File: config.mk
export PLATFORM = sky130hd
export DESIGN_NAME = uart_loader
export DESIGN_NICKNAME = d
export VERILOG_FILES = /design/src/rtl/uart_loader.sv
export SDC_FILE = /design/constraint.sdc
export NUM_CORES = 1
export LEC_CHECK = 0
export CAP_MARGIN = 25
export CORE_UTILIZATION = 51
export CTS_CLUSTER_SIZE = 40
export DETAILED_ROUTE_END_ITERATION = 8
export GPL_TIMING_DRIVEN = 0
export PLACE_DENSITY = 0.84
export SYNTH_ARGS = -nofsm -noshare
export SYNTH_HDL_FRONTEND = slang
export SYNTH_SLANG_ARGS = --single-unit
File: constraint.sdc
create_clock -name clk -period 2.6 [get_ports clk]
set_input_delay 0.52 -clock clk [delete_from_list [all_inputs] [get_ports clk]]
set_output_delay 0.52 -clock clk [all_outputs]
set_load 0.1 [all_outputs]
File: src/rtl/uart_loader.sv
// uart_loader: 8N1 UART receiver feeding a length-prefixed little-endian word loader that holds the CPU in reset.
// Optional trailing XOR checksum byte is enabled by defining UART_LOADER_CHECKSUM_EN.
module uart_loader #(
  parameter int CLK_HZ    = 100_000_000,
  parameter int BAUD      = 115200,
  parameter int MEM_BYTES = 800
) (
  input  logic        clk,
  input  logic        reset,
  input  logic        RxD,
  output logic [31:0] mem_address,
  output logic [31:0] mem_write_data,
  output logic        mem_write_en,
  output logic        cpu_hold,
  output logic        load_done,
`ifdef UART_LOADER_CHECKSUM_EN
  output logic        checksum_error,
`endif
  output logic        frame_error
);

  localparam int CLKS_PER_BIT = CLK_HZ / BAUD;
  localparam int HALF_BIT     = CLKS_PER_BIT / 2;
  localparam int CNT_W        = $clog2(CLKS_PER_BIT + 1);
  localparam logic [CNT_W-1:0] BIT_LAST  = CNT_W'(CLKS_PER_BIT - 1);
  localparam logic [CNT_W-1:0] HALF_LAST = CNT_W'(HALF_BIT - 1);

  // ---------------------------------------------------------------------------
  // Input synchronizer; the extra stage gives the previous value for edge detect
  // ---------------------------------------------------------------------------
  logic rxd_meta_reg, rxd_sync_reg, rxd_prev_reg;
  logic start_edge;

  always_ff @(posedge clk) begin
    if (reset) begin
      rxd_meta_reg <= 1'b1;
      rxd_sync_reg <= 1'b1;
      rxd_prev_reg <= 1'b1;
    end else begin
      rxd_meta_reg <= RxD;
      rxd_sync_reg <= rxd_meta_reg;
      rxd_prev_reg <= rxd_sync_reg;
    end
  end

  assign start_edge = rxd_prev_reg & ~rxd_sync_reg;

  // ---------------------------------------------------------------------------
  // Receive FSM
  // ---------------------------------------------------------------------------
  typedef enum logic [1:0] {RX_IDLE, RX_START, RX_DATA, RX_STOP} rx_state_t;

  rx_state_t        rx_state_reg, rx_state_next;
  logic [CNT_W-1:0] rx_cnt_reg, rx_cnt_next;
  logic [2:0]       rx_bit_reg, rx_bit_next;
  logic [7:0]       rx_shift_reg, rx_shift_next;
  logic             byte_valid_reg, byte_valid_next;
  logic [7:0]       byte_data_reg, byte_data_next;
  logic             frame_error_reg, frame_error_next;

  always_ff @(posedge clk) begin
    if (reset) begin
      rx_state_reg    <= RX_IDLE;
      rx_cnt_reg      <= '0;
      rx_bit_reg      <= '0;
      rx_shift_reg    <= '0;
      byte_valid_reg  <= 1'b0;
      byte_data_reg   <= '0;
      frame_error_reg <= 1'b0;
    end else begin
      rx_state_reg    <= rx_state_next;
      rx_cnt_reg      <= rx_cnt_next;
      rx_bit_reg      <= rx_bit_next;
      rx_shift_reg    <= rx_shift_next;
      byte_valid_reg  <= byte_valid_next;
      byte_data_reg   <= byte_data_next;
      frame_error_reg <= frame_error_next;
    end
  end

  always_comb begin
    rx_state_next    = rx_state_reg;
    rx_cnt_next      = rx_cnt_reg;
    rx_bit_next      = rx_bit_reg;
    rx_shift_next    = rx_shift_reg;
    byte_valid_next  = 1'b0;
    byte_data_next   = byte_data_reg;
    frame_error_next = frame_error_reg;
    case (rx_state_reg)
      RX_IDLE: begin
        rx_cnt_next = '0;
        rx_bit_next = '0;
        if (start_edge) rx_state_next = RX_START;
      end
      RX_START: begin
        // Mid-start-bit check: a line already back high was only a glitch
        if (rx_cnt_reg == HALF_LAST) begin
          rx_cnt_next   = '0;
          rx_state_next = rxd_sync_reg ? RX_IDLE : RX_DATA;
        end else begin
          rx_cnt_next = rx_cnt_reg + 1'b1;
        end
      end
      RX_DATA: begin
        if (rx_cnt_reg == BIT_LAST) begin
          rx_cnt_next   = '0;
          rx_shift_next = {rxd_sync_reg, rx_shift_reg[7:1]};
          rx_bit_next   = rx_bit_reg + 1'b1;
          if (rx_bit_reg == 3'd7) rx_state_next = RX_STOP;
        end else begin
          rx_cnt_next = rx_cnt_reg + 1'b1;
        end
      end
      RX_STOP: begin
        if (rx_cnt_reg == BIT_LAST) begin
          rx_cnt_next   = '0;
          rx_state_next = RX_IDLE;
          if (rxd_sync_reg) begin
            byte_valid_next = 1'b1;
            byte_data_next  = rx_shift_reg;
          end else begin
            frame_error_next = 1'b1;
          end
        end else begin
          rx_cnt_next = rx_cnt_reg + 1'b1;
        end
      end
      default: rx_state_next = RX_IDLE;
    endcase
  end

  // ---------------------------------------------------------------------------
  // Loader FSM
  // ---------------------------------------------------------------------------
  typedef enum logic [2:0] {
    LD_LEN_LO, LD_LEN_HI, LD_PAYLOAD, LD_CHECK, LD_DONE, LD_FAIL
  } ld_state_t;

  ld_state_t   ld_state_reg, ld_state_next;
  logic [15:0] len_reg, len_next;
  logic [15:0] idx_reg, idx_next;
  logic [31:0] word_buf_reg, word_buf_next;
  logic [31:0] mem_address_reg, mem_address_next;
  logic [31:0] mem_write_data_reg, mem_write_data_next;
  logic        mem_write_en_reg, mem_write_en_next;
  logic        load_done_reg, load_done_next;
  logic        cpu_hold_reg, cpu_hold_next;
`ifdef UART_LOADER_CHECKSUM_EN
  logic [7:0]  csum_reg, csum_next;
  logic        checksum_error_reg, checksum_error_next;
`endif

  logic [1:0]  lane;
  logic [31:0] assembled_word;
  logic [31:0] word_addr;
  logic        last_byte;
  logic        in_range;
  logic        finish;

  assign lane      = idx_reg[1:0];
  assign last_byte = (idx_reg == len_reg - 16'd1);
  assign word_addr = {16'h0000, idx_reg[15:2], 2'b00};
  assign in_range  = (word_addr < 32'(MEM_BYTES));

  // Lanes below the incoming one keep buffered bytes, lanes above read as zero
  generate
    for (genvar gi = 0; gi < 4; gi++) begin : g_lane
      assign assembled_word[gi*8 +: 8] =
          (lane == 2'(gi)) ? byte_data_reg :
          ((2'(gi) < lane) ? word_buf_reg[gi*8 +: 8] : 8'h00);
    end
  endgenerate

  always_ff @(posedge clk) begin
    if (reset) begin
      ld_state_reg       <= LD_LEN_LO;
      len_reg            <= '0;
      idx_reg            <= '0;
      word_buf_reg       <= '0;
      mem_address_reg    <= '0;
      mem_write_data_reg <= '0;
      mem_write_en_reg   <= 1'b0;
      load_done_reg      <= 1'b0;
      cpu_hold_reg       <= 1'b1;
`ifdef UART_LOADER_CHECKSUM_EN
      csum_reg           <= '0;
      checksum_error_reg <= 1'b0;
`endif
    end else begin
      ld_state_reg       <= ld_state_next;
      len_reg            <= len_next;
      idx_reg            <= idx_next;
      word_buf_reg       <= word_buf_next;
      mem_address_reg    <= mem_address_next;
      mem_write_data_reg <= mem_write_data_next;
      mem_write_en_reg   <= mem_write_en_next;
      load_done_reg      <= load_done_next;
      cpu_hold_reg       <= cpu_hold_next;
`ifdef UART_LOADER_CHECKSUM_EN
      csum_reg           <= csum_next;
      checksum_error_reg <= checksum_error_next;
`endif
    end
  end

  always_comb begin
    ld_state_next       = ld_state_reg;
    len_next            = len_reg;
    idx_next            = idx_reg;
    word_buf_next       = word_buf_reg;
    mem_address_next    = mem_address_reg;
    mem_write_data_next = mem_write_data_reg;
    mem_write_en_next   = 1'b0;
    finish              = 1'b0;
`ifdef UART_LOADER_CHECKSUM_EN
    csum_next           = csum_reg;
    checksum_error_next = checksum_error_reg;
`endif
    case (ld_state_reg)
      LD_LEN_LO: begin
        if (byte_valid_reg) begin
          len_next[7:0] = byte_data_reg;
          ld_state_next = LD_LEN_HI;
        end
      end
      LD_LEN_HI: begin
        if (byte_valid_reg) begin
          len_next[15:8] = byte_data_reg;
          idx_next       = '0;
          word_buf_next  = '0;
`ifdef UART_LOADER_CHECKSUM_EN
          csum_next      = '0;
          if ({byte_data_reg, len_reg[7:0]} == 16'h0000) ld_state_next = LD_CHECK;
          else                                           ld_state_next = LD_PAYLOAD;
`else
          if ({byte_data_reg, len_reg[7:0]} == 16'h0000) begin
            ld_state_next = LD_DONE;
            finish        = 1'b1;
          end else begin
            ld_state_next = LD_PAYLOAD;
          end
`endif
        end
      end
      LD_PAYLOAD: begin
        if (byte_valid_reg) begin
          word_buf_next = assembled_word;
          idx_next      = idx_reg + 16'd1;
`ifdef UART_LOADER_CHECKSUM_EN
          csum_next     = csum_reg ^ byte_data_reg;
`endif
          if (lane == 2'd3 || last_byte) begin
            // Bytes past the end of memory are still consumed, just not written
            if (in_range) begin
              mem_write_en_next   = 1'b1;
              mem_address_next    = word_addr;
              mem_write_data_next = assembled_word;
            end
          end
          if (last_byte) begin
`ifdef UART_LOADER_CHECKSUM_EN
            ld_state_next = LD_CHECK;
`else
            ld_state_next = LD_DONE;
`endif
          end
        end
      end
`ifdef UART_LOADER_CHECKSUM_EN
      LD_CHECK: begin
        if (byte_valid_reg) begin
          if (byte_data_reg == csum_reg) begin
            ld_state_next = LD_DONE;
            finish        = 1'b1;
          end else begin
            ld_state_next       = LD_FAIL;
            checksum_error_next = 1'b1;
          end
        end
      end
      LD_FAIL: ld_state_next = LD_FAIL;
`endif
      LD_DONE: ld_state_next = LD_DONE;
      default: ld_state_next = LD_LEN_LO;
    endcase
    // Entering DONE from PAYLOAD releases one cycle after the final strobe
    load_done_next = load_done_reg | finish | (ld_state_reg == LD_DONE);
    cpu_hold_next  = ~load_done_next;
  end

  assign mem_address    = mem_address_reg;
  assign mem_write_data = mem_write_data_reg;
  assign mem_write_en   = mem_write_en_reg;
  assign cpu_hold       = cpu_hold_reg;
  assign load_done      = load_done_reg;
  assign frame_error    = frame_error_reg;
`ifdef UART_LOADER_CHECKSUM_EN
  assign checksum_error = checksum_error_reg;
`endif

endmodule

==> qor.log <==
qor: run_status.run_status finished with violations
qor: run_status.failed_checks setup timing
qor: setup_path.cp.arrival 3.28 ns
qor: power.peakVddDrop 607 µV
qor: finish.mostFrequentLayoutCell dfxtp_1
qor: cts.htree_num_levels 4
qor: finish.mostFrequentLayoutCells dfxtp_1 (140), nand2_1 (97), nor2_1 (75), clkdlybuf4s50_1 (52), a21oi_1 (42)
qor: setup_path.worst-r2r-setup-slack -0.38 ns
qor: global_route.groute.layer.met1.usage 33.2%
qor: floorplanning.placementRows 41
qor: yosys.postSynthAreaPerCell 8.54 µm²
qor: floorplanning.io-pin-count 71
qor: finish.diodes 0
qor: floorplanning.initial_core_utilization 53.2%
qor: place.placed_cell_area 0.00768 mm²
qor: setup_path.critical_path.startpoint_type flip-flop
qor: cts.cts-root-buf clkbuf_16
qor: finish.finalNonFillerCells 1096
qor: global_route.grt_antenna_before_repair 0
qor: drt.iteration_0_drc_count_of_the_detailed_router 794
qor: power.p_leak 3.22 nW
qor: sta.timing.slew.headroom 27.3%
qor: place.finalWeightedCongestion 0.822
qor: min_path.holdCritPathClass flip-flop to flip-flop
qor: cts.maximum_count_of_clock_buffers_along_a_single_path 2
qor: global_route.grt-busiest-layer met2
qor: cts.clkSlewWorstSetupHoldPaths 0.06 ns
qor: floorplanning.die-area 0.0139 mm²
qor: yosys.synthCells 802
qor: finish.area_delta_synth_final 33.2%
qor: sta.hold_slack 0.413 ns
qor: setup_path.worst_path_dominant_cell_family simple AND/OR/NAND/NOR gates
qor: yosys.yosys_warnings 0
qor: finish.largest_register_ffs 32
qor: yosys.synth_cell_type_count 61
qor: finish.finish.instance_area 0.00913 mm²
qor: sta.total_of_endpoints_with_negative_setup_slack_in_the_final_report 49
qor: floorplanning.fp.coreArea 0.0129 mm²
qor: drt.wl_per_cell 19.2 µm
qor: yosys.syn-cell-area 0.00685 mm²
qor: sta.grt_setup_unrepaired yes
qor: job.max_cap_violations 0
qor: sta.timing.clock.skew 0.0130 ns
qor: setup_path.timing.setup.critical_path_class flip-flop to flip-flop
qor: place.place_hpwl 11300 µm
qor: cts.tritoncts_clock_tree built
qor: drt.drc 0
qor: drt.routed-via-count 6619
qor: sta.tightest_slew 1.08 ns
qor: place.portbufs 52
qor: global_route.total_routing_resource_utilization_after_global_routing 27.1%
qor: yosys.synth.yosys.seq_area_share 42.1%
qor: sta.fmax 0.335 GHz
qor: setup_path.timing.critical_path.required 2.90 ns
qor: setup_path.crit_path_end_kind flip-flop
qor: sta.period_share 115%
qor: drt.vias_per_cell 6.04
qor: setup_path.path_max_fanout 6
qor: yosys.synth_ff_type dfxtp_1
qor: drt.postRouteAntennaNets 0
qor: place.placement.setup.worst_slack -0.834 ns
qor: finish.filler_cell_count 863
qor: floorplanning.die_h 118 µm
qor: setup_path.worst-path-buf-inv 2
qor: global_route.global_route_wire_length_before_repair 30200 µm
qor: yosys.number_of_enable_flip_flop_cells_after_synthesis 0
qor: setup_path.timing.critical_path.slowest_stage_cell or4_4
qor: setup_path.stage_delay_of_the_slowest_cell_on_the_critical_path 0.55 ns
qor: global_route.gr-usage-met3 6.88%
qor: sta.final_period_minus_worst_setup_slack 2.98 ns
qor: setup_path.critical_path.cell_chain or4_4 > or4b_4 > mux2i_1 > a311o_1 > buf_4 > a41o_4 > clkbuf_16 > a21oi_2 > nor3_2
qor: power.cellPowerDensity 549 mW/mm²
qor: finish.layout.nets 924
qor: global_route.first_global_vias 6117
qor: yosys.synth.ff_latch_count 144
qor: sta.maxSlewViolCount 0
qor: drt.detail_route.wirelength 21100 µm
qor: drt.first_pass_iters 6
qor: finish.drive_gt1_share 23.9%
qor: sta.finalWorstSetupSlack -0.382 ns
qor: floorplanning.die_width 118 µm
qor: sta.final_hold_viol_count 0
qor: yosys.synthArstFlopShare 0%
qor: global_route.gr-usage-met2 43.9%
qor: global_route.grt-ovfl-total 0
qor: power.p_total 5.01 mW
qor: global_route.grt_start_max_net_pins 17
qor: cts.tritoncts.num_buffers 17
qor: cts.clk_latency 0.43 ns
qor: cts.tritoncts_num_sinks 144
qor: place.placed_cells 1043
## what timing repair did
action                                 4_1_cts  5_1_grt
gates cloned                                 3        1
endpoints found under the hold margin        0        0
buffers inserted                            14        5
pin swaps                                   38       20
hold buffers                                 0        0
resized for setup                           87       60
setup endpoints to repair                   66       79
## cells by family (layout without fill, tap and decap cells)
kind of cell	after synthesis	in the layout	share of synthesized area, %
XOR/XNOR	40	40	5.11
AND/OR/NAND/NOR	321	321	25.0
AO/OA/AOI/OAI	176	176	16.7
multiplexers	19	19	2.79
buffers and inverters	91	196	6.37
flip-flops	144	144	42.1
other	1	18	0.0547
adder cells (fa/ha/maj)	10	10	1.83
## stage by stage
stage	util (%)	setup TNS, ns
floorplan	-	-1.59
global placement	59.7	-26.99
detailed placement	59.7	-31.29
CTS	68.4	-9.44
global route	70.9	-17.60
finish	70.9	-14.52
## path summary, 6_finish.rpt
kind | from | endpoint | cells after the start
worst max-delay path | len_reg[4]$_SDFFE_PP0P_ | mem_write_data[22]$_SDFFE_PP0P_ | 9
worst max register to register | len_reg[4]$_SDFFE_PP0P_ | mem_write_data[22]$_SDFFE_PP0P_ | 9
worst min-delay path | rxd_meta_reg$_SDFF_PP1_ | rxd_sync_reg$_SDFF_PP1_ | 1
worst min register to register | rxd_meta_reg$_SDFF_PP1_ | rxd_sync_reg$_SDFF_PP1_ | 1
## cell usage after synthesis (10+ instances only)
cell type / count / area (µm²)
nor2_1: 77 / 289
buf_4: 22 / 165
clkbuf_1: 41 / 154
ha_1: 10 / 125
o21ai_1: 19 / 95.1
xor2_1: 23 / 201
xnor2_1: 17 / 149
nor3_2: 32 / 320
dfxtp_1: 144 / 2880
nand2_1: 97 / 364
o21ai_0: 21 / 105
nand3_1: 36 / 180
nor3b_1: 10 / 75.1
buf_1: 11 / 41.3
inv_1: 12 / 45.0
a22oi_1: 27 / 203
mux2i_1: 18 / 180
a21oi_1: 65 / 325
## where the power goes
group | internal, mW | leakage (nW) | switching, mW
logic | 0.0323 | 1.75 | 0.171
clock network | 1.55 | 0.305 | 1.05
registers | 2.21 | 1.16 | 0.00389
total | 3.79 | 3.22 | 1.22
## worst reg2reg max path, cell delays in order (launching register included)
cell	delay, ns
dfxtp_1	0.41
or4_4	0.55
or4b_4	0.55
mux2i_1	0.13
a311o_1	0.33
buf_4	0.16
a41o_4	0.28
clkbuf_16	0.19
a21oi_2	0.18
nor3_2	0.06
## routing by layer
metal	routed length [µm]	vias up	part of all wire, %
met5	0	-	0
met4	1040	0	4.9
met3	1820	105	8.7
met2	10100	422	48
met1	8140	3116	39
li1	-	2976	-
## cell type report
class / instances / area [µm²] / share of cell area (%)
inverters: 12 / 45.0 / 0.494
multi-input cells: 584 / 4110 / 45.1
flip-flops and latches: 144 / 2890 / 31.7
well taps: 172 / 215 / 2.36
clock inverters: 14 / 175 / 1.92
clock buffers: 18 / 439 / 4.81
plain buffers: 77 / 478 / 5.24
repair buffers: 75 / 769 / 8.43
Power figures use the tool's default switching activity.
